[src/rtl/serial_sub_pkg.sv]
// Shared definitions for the serial subtractor: FSM state encoding and default width.
package serial_sub_pkg;

    localparam int unsigned DEFAULT_WIDTH = 8;

    typedef enum logic [1:0] {
        IDLE = 2'd0,
        RUN  = 2'd1,
        DONE = 2'd2
    } state_e;

endpackage : serial_sub_pkg

[src/rtl/serial_subtractor_controller_if.sv]
// Handshake/data bundle between a requester (master) and the serial subtractor (slave).
// Optional zero flag present only when SERIAL_SUB_ZERO_FLAG_EN is defined.
interface serial_subtractor_controller_if #(
    parameter int unsigned WIDTH = serial_sub_pkg::DEFAULT_WIDTH
);
    logic             start;
    logic [WIDTH-1:0] a;
    logic [WIDTH-1:0] b;
    logic             busy;
    logic             done;
    logic [WIDTH-1:0] diff;
    logic             borrow_out;
`ifdef SERIAL_SUB_ZERO_FLAG_EN
    logic             zero;

    modport master (output start, a, b, input busy, done, diff, borrow_out, zero);
    modport slave  (input start, a, b, output busy, done, diff, borrow_out, zero);
`else
    modport master (output start, a, b, input busy, done, diff, borrow_out);
    modport slave  (input start, a, b, output busy, done, diff, borrow_out);
`endif

endinterface : serial_subtractor_controller_if

[src/rtl/full_subtractor_cell.sv]
// One-bit full subtractor (x - y - bin) built as a 1-to-8 demux with OR decoding.
module full_subtractor_cell (
    input  logic x,
    input  logic y,
    input  logic bin,
    output logic d,
    output logic bout
);

    // Minterm masks indexed by {x, y, bin}
    localparam logic [7:0] D_MINTERMS    = 8'b1001_0110; // 1, 2, 4, 7
    localparam logic [7:0] BOUT_MINTERMS = 8'b1000_1110; // 1, 2, 3, 7

    logic [2:0] sel;
    logic [7:0] line;

    assign sel = {x, y, bin};

    // Demux: route a constant 1 onto the output line selected by the input minterm
    always_comb begin
        line      = 8'b0;
        line[sel] = 1'b1;
    end

    assign d    = |(line & D_MINTERMS);
    assign bout = |(line & BOUT_MINTERMS);

endmodule : full_subtractor_cell

[src/rtl/serial_subtractor_controller.sv]
// Bit-serial subtractor: computes a-b LSB first, one bit per cycle, through a single
// full-subtractor cell. Optional zero flag under SERIAL_SUB_ZERO_FLAG_EN.
module serial_subtractor_controller
    import serial_sub_pkg::*;
#(
    parameter int unsigned WIDTH = DEFAULT_WIDTH
) (
    input  logic                           clk,
    input  logic                           rst_n,
    serial_subtractor_controller_if.slave  bus
);

    localparam int unsigned    IDX_W    = (WIDTH > 1) ? $clog2(WIDTH) : 1;
    localparam logic [IDX_W-1:0] LAST_IDX = IDX_W'(WIDTH - 1);

    state_e             state_q, state_d;
    logic [WIDTH-1:0]   a_q, a_d;
    logic [WIDTH-1:0]   b_q, b_d;
    logic [WIDTH-1:0]   res_q, res_d;
    logic               brw_q, brw_d;
    logic [IDX_W-1:0]   idx_q, idx_d;

    logic               cell_d;
    logic               cell_bout;

    logic               busy_q;
    logic               done_q;
    logic [WIDTH-1:0]   diff_q;
    logic               borrow_out_q;

    full_subtractor_cell u_cell (
        .x    (a_q[idx_q]),
        .y    (b_q[idx_q]),
        .bin  (brw_q),
        .d    (cell_d),
        .bout (cell_bout)
    );

    // State and datapath registers
    always_ff @(posedge clk or negedge rst_n) begin
        if (!rst_n) begin
            state_q <= IDLE;
            a_q     <= '0;
            b_q     <= '0;
            res_q   <= '0;
            brw_q   <= 1'b0;
            idx_q   <= '0;
        end else begin
            state_q <= state_d;
            a_q     <= a_d;
            b_q     <= b_d;
            res_q   <= res_d;
            brw_q   <= brw_d;
            idx_q   <= idx_d;
        end
    end

    // Next-state and datapath update
    always_comb begin
        state_d = state_q;
        a_d     = a_q;
        b_d     = b_q;
        res_d   = res_q;
        brw_d   = brw_q;
        idx_d   = idx_q;
        case (state_q)
            IDLE: begin
                if (bus.start) begin
                    a_d     = bus.a;
                    b_d     = bus.b;
                    res_d   = '0;
                    brw_d   = 1'b0;
                    idx_d   = '0;
                    state_d = RUN;
                end
            end
            RUN: begin
                res_d[idx_q] = cell_d;
                brw_d        = cell_bout;
                if (idx_q == LAST_IDX) begin
                    idx_d   = '0;
                    state_d = DONE;
                end else begin
                    idx_d   = idx_q + IDX_W'(1);
                end
            end
            DONE:    state_d = IDLE;
            default: state_d = IDLE;
        endcase
    end

    // Registered outputs; results only change on the RUN->DONE edge
    always_ff @(posedge clk or negedge rst_n) begin
        if (!rst_n) begin
            busy_q       <= 1'b0;
            done_q       <= 1'b0;
            diff_q       <= '0;
            borrow_out_q <= 1'b0;
        end else begin
            busy_q <= (state_d == RUN);
            done_q <= (state_d == DONE);
            if (state_q == RUN && state_d == DONE) begin
                diff_q       <= res_d;
                borrow_out_q <= brw_d;
            end
        end
    end

`ifdef SERIAL_SUB_ZERO_FLAG_EN
    logic zero_q;

    // Zero flag captured alongside the final result
    always_ff @(posedge clk or negedge rst_n) begin
        if (!rst_n) begin
            zero_q <= 1'b0;
        end else if (state_q == RUN && state_d == DONE) begin
            zero_q <= (res_d == '0);
        end
    end

    assign bus.zero = zero_q;
`endif

    assign bus.busy       = busy_q;
    assign bus.done       = done_q;
    assign bus.diff       = diff_q;
    assign bus.borrow_out = borrow_out_q;

endmodule : serial_subtractor_controller

[src/flat_wrapper.sv]
// flat-port wrapper written by rule: the top's interface ports become plain ports
module serial_subtractor_controller_flat import serial_sub_pkg::*;
#(
    parameter int unsigned WIDTH = DEFAULT_WIDTH
)
  (clk, rst_n, bus_start, bus_a, bus_b, bus_busy, bus_done, bus_diff, bus_borrow_out);
  serial_subtractor_controller_if #(.WIDTH(WIDTH)) bus_i ();
  input  logic clk;
  input  logic rst_n;
  input wire logic [$bits(bus_i.start)-1:0] bus_start;
  input wire logic [$bits(bus_i.a)-1:0] bus_a;
  input wire logic [$bits(bus_i.b)-1:0] bus_b;
  output wire logic [$bits(bus_i.busy)-1:0] bus_busy;
  output wire logic [$bits(bus_i.done)-1:0] bus_done;
  output wire logic [$bits(bus_i.diff)-1:0] bus_diff;
  output wire logic [$bits(bus_i.borrow_out)-1:0] bus_borrow_out;
  assign bus_i.start = bus_start;
  assign bus_i.a = bus_a;
  assign bus_i.b = bus_b;
  assign bus_busy = bus_i.busy;
  assign bus_done = bus_i.done;
  assign bus_diff = bus_i.diff;
  assign bus_borrow_out = bus_i.borrow_out;
  serial_subtractor_controller #(.WIDTH(WIDTH)) u_core (.clk(clk), .rst_n(rst_n), .bus(bus_i));
endmodule
[config.mk]
export PLATFORM = sky130hd
export DESIGN_NAME = serial_subtractor_controller_flat
export DESIGN_NICKNAME = d
export VERILOG_FILES = /design/src/rtl/serial_sub_pkg.sv /design/src/rtl/serial_subtractor_controller_if.sv /design/src/rtl/full_subtractor_cell.sv /design/src/rtl/serial_subtractor_controller.sv /design/src/flat_wrapper.sv
export SDC_FILE = /design/constraint.sdc
export NUM_CORES = 1
export LEC_CHECK = 0
export BUFFER_PORTS_ARGS = -buffer_cell sky130_fd_sc_hd__buf_4
export CAP_MARGIN = 20
export CORE_AREA = 2 2 65 113
export DETAILED_ROUTE_END_ITERATION = 6
export DIE_AREA = 0 0 67 115
export PLACE_DENSITY = 0.45
export SLEW_MARGIN = 10
export SYNTH_ARGS = -nofsm -noshare
export SYNTH_HDL_FRONTEND = slang
export SYNTH_SLANG_ARGS = --single-unit
[constraint.sdc]
create_clock -name clk -period 3.35 [get_ports clk]
set_input_delay 0.67 -clock clk [delete_from_list [all_inputs] [get_ports clk]]
set_output_delay 0.67 -clock clk [all_outputs]
set_load 0.005 [all_outputs]
== After elaboration in Yosys (flattened, before gate mapping) ==
Index checks and enable logic that the tools add are counted.
Operators by class
  add/subtract/negate cells: 1
  order comparisons: 4
  equal/unequal tests: 5
  muxes and demuxes: 19
  reduce and logical (&&, ||, !) cells: 9
Operators with widths (number)
  $pmux W8 S2: 1
  $bwmux W8: 1
  $lt A3 B4 Y1 const B: 2
  $mux W8: 1
  $reduce_or A4 Y1: 2
  $bmux W1 S3: 2
  $demux W1 S3: 2
  $ge A3 B1 Y1 const B: 2
  $mux W3: 2
  $pmux W3 S2: 1
  $mux W1: 5
  $eq A2 B1 Y1 const B: 2
  $mux W2: 2
  $pmux W2 S2: 1
  $reduce_and A2 Y1: 2
  $add A3 B1 Y3 const B: 1
  $eq A3 B3 Y1 const B: 1
  $logic_and A1 B1 Y1: 3
  $eq A2 B2 Y1 const B: 1
  $logic_not A2 Y1: 1
  $ne A2 B2 Y1 const B: 1
  $pmux W1 S2: 1
  $reduce_bool A2 Y1: 1
Storage, ports and cells
  bits in registers: 41
  input port bits: 19
  logic and storage cells: 48

== Longest topological paths before layout ==
  depth in word-level cells: 9
  gate-level depth with buffers: 8
  gate-level depth less buffers: 7

== Modules after synthesis ==
Synthesis repeated with hierarchy kept, for this count alone.
Unflattened totals
  cells, all modules: 161
  area, all modules: 2001.9 sq um
Modules (own cells, without submodules)
  serial_subtractor_controller: instances 1, cells an instance 156, area an instance 1971.9 sq um, sequential area each 1026.0 sq um
  full_subtractor_cell: instances 1, cells an instance 5, area an instance 30.0 sq um, sequential area each 0.0 sq um

== Least setup slack after synthesis ==
No wires, ideal clock.
  kind: in2reg
  start point: in bus_start
  end point: reg u_core.a_q[1]
  library setup time: 0.125 ns
  arrival: 2.006 ns
  path slack: 1.219 ns
  cell stages on the path: 6
  path through: nor2b_1 clkbuf_1 nor2b_1 clkbuf_1 buf_2 mux2_2
On the way
  longest elaborated chain between the ends: 1
RTL lines
  start, declared: line flat_wrapper.sv:10  | input wire logic [$bits(bus_i.start)-1:0] bus_start;
  $reduce_and A2 Y1 (no line)
  end signal, assigned: line serial_subtractor_controller.sv:43  | a_q <= '0;
  end signal, assigned: line serial_subtractor_controller.sv:50  | a_q <= a_d;
  end, declared: line serial_subtractor_controller.sv:17  | logic [WIDTH-1:0] a_q, a_d;
No other way between the ends.
A chain may end at the register's enable or synchronous reset.

== Worst setup path after layout ==
  start point: reg u_core.idx_q[0]
  end point: reg u_core.diff_q[3], in the netlist u_core.bus.diff[3]
On the way
  longest elaborated chain between the ends: 9
  elaborated cells between the ends (all ways): 22
RTL lines
  start, declared: line serial_subtractor_controller.sv:21  | logic [IDX_W-1:0] idx_q, idx_d;
  start signal, assigned: line serial_subtractor_controller.sv:54  | idx_q <= idx_d;
  $bmux W1 S3, on equally long branches: line serial_subtractor_controller.sv:33, serial_subtractor_controller.sv:32
  $mux W1, on equally long branches: line serial_subtractor_controller.sv:33, serial_subtractor_controller.sv:32
  $lt A3 B4 Y1 (implied by the code) or $ge A3 B1 Y1 (tied branches): line full_subtractor_cell.sv:22  | line[sel] = 1'b1;
  $logic_and A1 B1 Y1 (implied by the code): line full_subtractor_cell.sv:22
  $mux W1 (implied by the code): line full_subtractor_cell.sv:22
  $demux W1 S3: line full_subtractor_cell.sv:22
  $reduce_or A4 Y1: line full_subtractor_cell.sv:25  | assign d = |(line & D_MINTERMS);
  $bwmux W8: line serial_subtractor_controller.sv:78  | res_d[idx_q] = cell_d;
  $pmux W8 S2: line serial_subtractor_controller.sv:66  | case (state_q)
  end signal, assigned: line serial_subtractor_controller.sv:103  | diff_q <= res_d;
  end, declared: line serial_subtractor_controller.sv:28  | logic [WIDTH-1:0] diff_q;
Parallel ways exist; a longest one is shown, timed or not. The select of a mux whose other input is x is not followed.

==> impl_metrics.tcl <==
set metrics [dict create \
    avgSynthCellArea_um2 11.3 \
    synth_area_leader_cell "dfrtp_1" \
    cts_hold_buf 0 \
    grt_max_degree 42 \
    clkSinkCount 41 \
    gp_congestion 0.737 \
    drt-total-wl_um 4100 \
    dpl_worst_slack_ns 0.700 \
    r2r_cells 6 \
    drt_pre_antenna_iters 4 \
    yosysTopAreaCellShare 0.536 \
    critPathLaunchType "register" \
    grt_use_total 0.125 \
    worst_pin_slew_ns 0.687 \
    min_period_ns 2.64 \
    syn-cell-area_um2 1910 \
    die_y_um 115 \
    yosys_warnings 0 \
    die_x_um 67 \
    fin_tns_setup_ns 0 \
    fin_crit_sh 0.787 \
    cts_made_buffers 5 \
    clock.fmax_mhz 379 \
    multi_input_area_um2 812 \
    cp-startpoint "u_core.idx_q[0]$_DFFE_PN0P_" \
    antenna_found_initial 0 \
    crit_fanout 16 \
    end_kind "register" \
    wire_per_inst_um 14.6 \
    syn-num-nets 190 \
    setup_slack_ns 0.714 \
    leakage_nw 1.00 \
    synthCells 169 \
    clockRootBuffer "clkbuf_16" \
    ff_latch_area_um2 1030 \
    diodes 0 \
    grt_setup_unrepaired "no" \
    reg2reg_to "u_core.bus.diff[3]$_DFFE_PN0P_" \
    slowest_stage "dfrtp_1" \
    dpl.hpwl_um 2920 \
    core_um2 6810 \
    ys_seq_area_frac 0.536 \
    syn2layout_area_growth_pct 22.1 \
    cts.clk_slew.worst_paths_ns 0.05 \
    cts_setup_buffers 0 \
    start_util 0.281 \
    cts_tree "built" \
    grt_first_pass_wirelength_um 7220 \
    drive_above_1_share 0.316 \
    cp_data_arrival_time_ns 2.82 \
    drtAntennaViolNets 0 \
    pin_count 30 \
    r2r_start "u_core.idx_q[0]$_DFFE_PN0P_" \
    drc 0 \
    overflow 0 \
    setup_viol 0 \
    synth_seq_cells 41 \
    max_cap_violations 0 \
    hold_slack_ns 0.364 \
    htree_levels 2 \
    yosysUniqueCellTypes 32 \
    path_cells "mux2i_1 > mux4_2 > xnor2_2 > nor3_1 > o211ai_2 > o21ai_0" \
    ctsResizeCount 0 \
    cp.required_ns 3.54 \
    fin_nets 217 \
    fp-row-count 40 \
    numPortBuffers 29 \
    clockBufferDepth 2 \
    via_per_inst 4.91 \
    hold_viol_final 0 \
    slew_viol_final 0 \
    p_per_area_nw_per_um2 1050 \
    r2r_setup_slack_ns 0.71 \
    hold_path.class "input pin to async pin" \
    die_area_um2 7710 \
    slowest_delay_ns 0.78 \
    fin_skew_ns 0.00180 \
    synth_area_leaders "dfrtp_1 54%, mux2_2 10%, o21ai_0 7.8%" \
    crit_end "u_core.bus.diff[3]$_DFFE_PN0P_" \
    vias 1374 \
    worstSkewPairLatency_ns 0.28 \
    maxSlewHeadroom 0.542 \
    outcome "complete, no violations" \
    ir_drop_v 0.000458 \
    fillers 737 \
    grt_pass1_vias 1464 \
    drtIter0Drc 23 \
    critical_path_class "register to register" \
]
[per-layer routing]
metal | global-route usage | part of all wire | up-vias
li1 | - | - | 662
met1 | 0.148 | 0.43 | 671
met2 | 0.202 | 0.50 | 30
met3 | 0.0333 | 0.043 | 11
met4 | 0.0639 | 0.029 | 0
met5 | 0 | 0 | -
[synth_stat cells]
cell / number
dfrtp_1: 41
o21ai_0: 30
mux2_2: 17
nand2_1: 13
clkbuf_1: 8
mux2i_1: 7
a21oi_1: 6
a31oi_1: 5
inv_1: 5
nor2b_1: 5
a22o_1: 3
nand2b_1: 3
buf_6: 2
ha_1: 2
nor2_1: 2
o211ai_2: 2
o22ai_1: 2
o31ai_2: 2
a211oi_1: 1
a31o_2: 1
a41oi_1: 1
and2b_1: 1
buf_2: 1
maj3_1: 1
mux4_2: 1
nand3_1: 1
nor3_1: 1
o21a_2: 1
o21ai_1: 1
o21bai_1: 1
or2_1: 1
xnor2_2: 1
[critical path: cells and delay by family, from the launching register on]
kind,cells,cell delay [ns]
and+or+nand+nor,1,0.36
xor gates and xnor gates,1,0.17
DFF,1,0.78
muxes,2,0.71
AOI/OAI and AO/OA,2,0.51
[cell families (layout without fill, tap and decap cells)]
logic type	after synthesis	after routing	share of synthesized area
AO/OA/AOI/OAI	56	56	0.181
flip-flops	41	41	0.536
AND/OR/NAND/NOR	27	27	0.0680
multiplexers	25	25	0.148
buffers and inverters	16	43	0.0399
adder cells (fa/ha/maj)	3	3	0.0183
XOR/XNOR	1	1	0.00850
[final cells by class]
class                           instances  share of cell area
Multi-Input combinational cell        112               0.347
Sequential cell                        41               0.439
Tap cell                               84              0.0450
Clock buffer                            7              0.0610
Timing Repair Buffer                   31              0.0996
Inverter                                5             0.00803
[layout by cell type (no fill, tap or decap), drive strengths merged]
cell type,netlist,final
o21a,1,1
xnor2,1,1
a21oi,6,6
a31o,1,1
dfrtp,41,41
nand3,1,1
nand2,13,13
ha,2,2
a211oi,1,1
nand2b,3,3
maj3,1,1
nor3,1,1
mux2,17,17
mux2i,7,7
a22o,3,3
nor2,2,2
inv,5,5
o21ai,31,31
o22ai,2,2
or2,1,1
clkbuf,8,7
o211ai,2,2
o31ai,2,2
a31oi,5,5
mux4,1,1
buf,3,31
nor2b,5,5
and2b,1,1
o21bai,1,1
a41oi,1,1
[per-stage QoR]
stage / power [mW] / area, um^2 / instances / util
floorplan: 1.69 / 1910 / 169 / -
global placement: 1.99 / 2190 / 273 / 0.322
detailed placement: 2.01 / 2190 / 273 / 0.322
CTS: 2.49 / 2340 / 280 / 0.343
global route: 2.68 / 2340 / 280 / 0.343
finish: 2.45 / 2340 / 280 / 0.343
[report_power, final]
part	leakage, nW	total, mW	switching, mW	internal [mW]
sequential	0.492	0.920	0.188	0.733
clock	0.0700	0.472	0.179	0.292
combinational	0.442	1.06	0.530	0.527
[flip-flops by register name, summed over array words and instances (netlist names)]
signal,flops
u_core.b_q,8
u_core.a_q,8
u_core.bus.borrow_out,1
u_core.idx_q,3
u_core.bus.diff,8
u_core.bus.done,1
u_core.res_q,8
u_core.brw_q,1
u_core.state_q,2
u_core.bus.busy,1
[worst min-delay path by stage]
stage / startpoint / endpoint / depth (start not counted)
2_1_floorplan: rst_n / u_core.a_q[0]$_DFFE_PN0P_ / 0
3_3_place_gp: u_core.a_q[7]$_DFFE_PN0P_ / u_core.a_q[7]$_DFFE_PN0P_ / 1
3_5_place_dp: u_core.a_q[0]$_DFFE_PN0P_ / u_core.a_q[0]$_DFFE_PN0P_ / 1
4_1_cts: rst_n / u_core.bus.diff[6]$_DFFE_PN0P_ / 1
5_1_grt: rst_n / u_core.res_q[6]$_DFF_PN0_ / 1
6_report: rst_n / u_core.a_q[1]$_DFFE_PN0P_ / 1
Note: power is estimated with default switching activity, not from simulation.
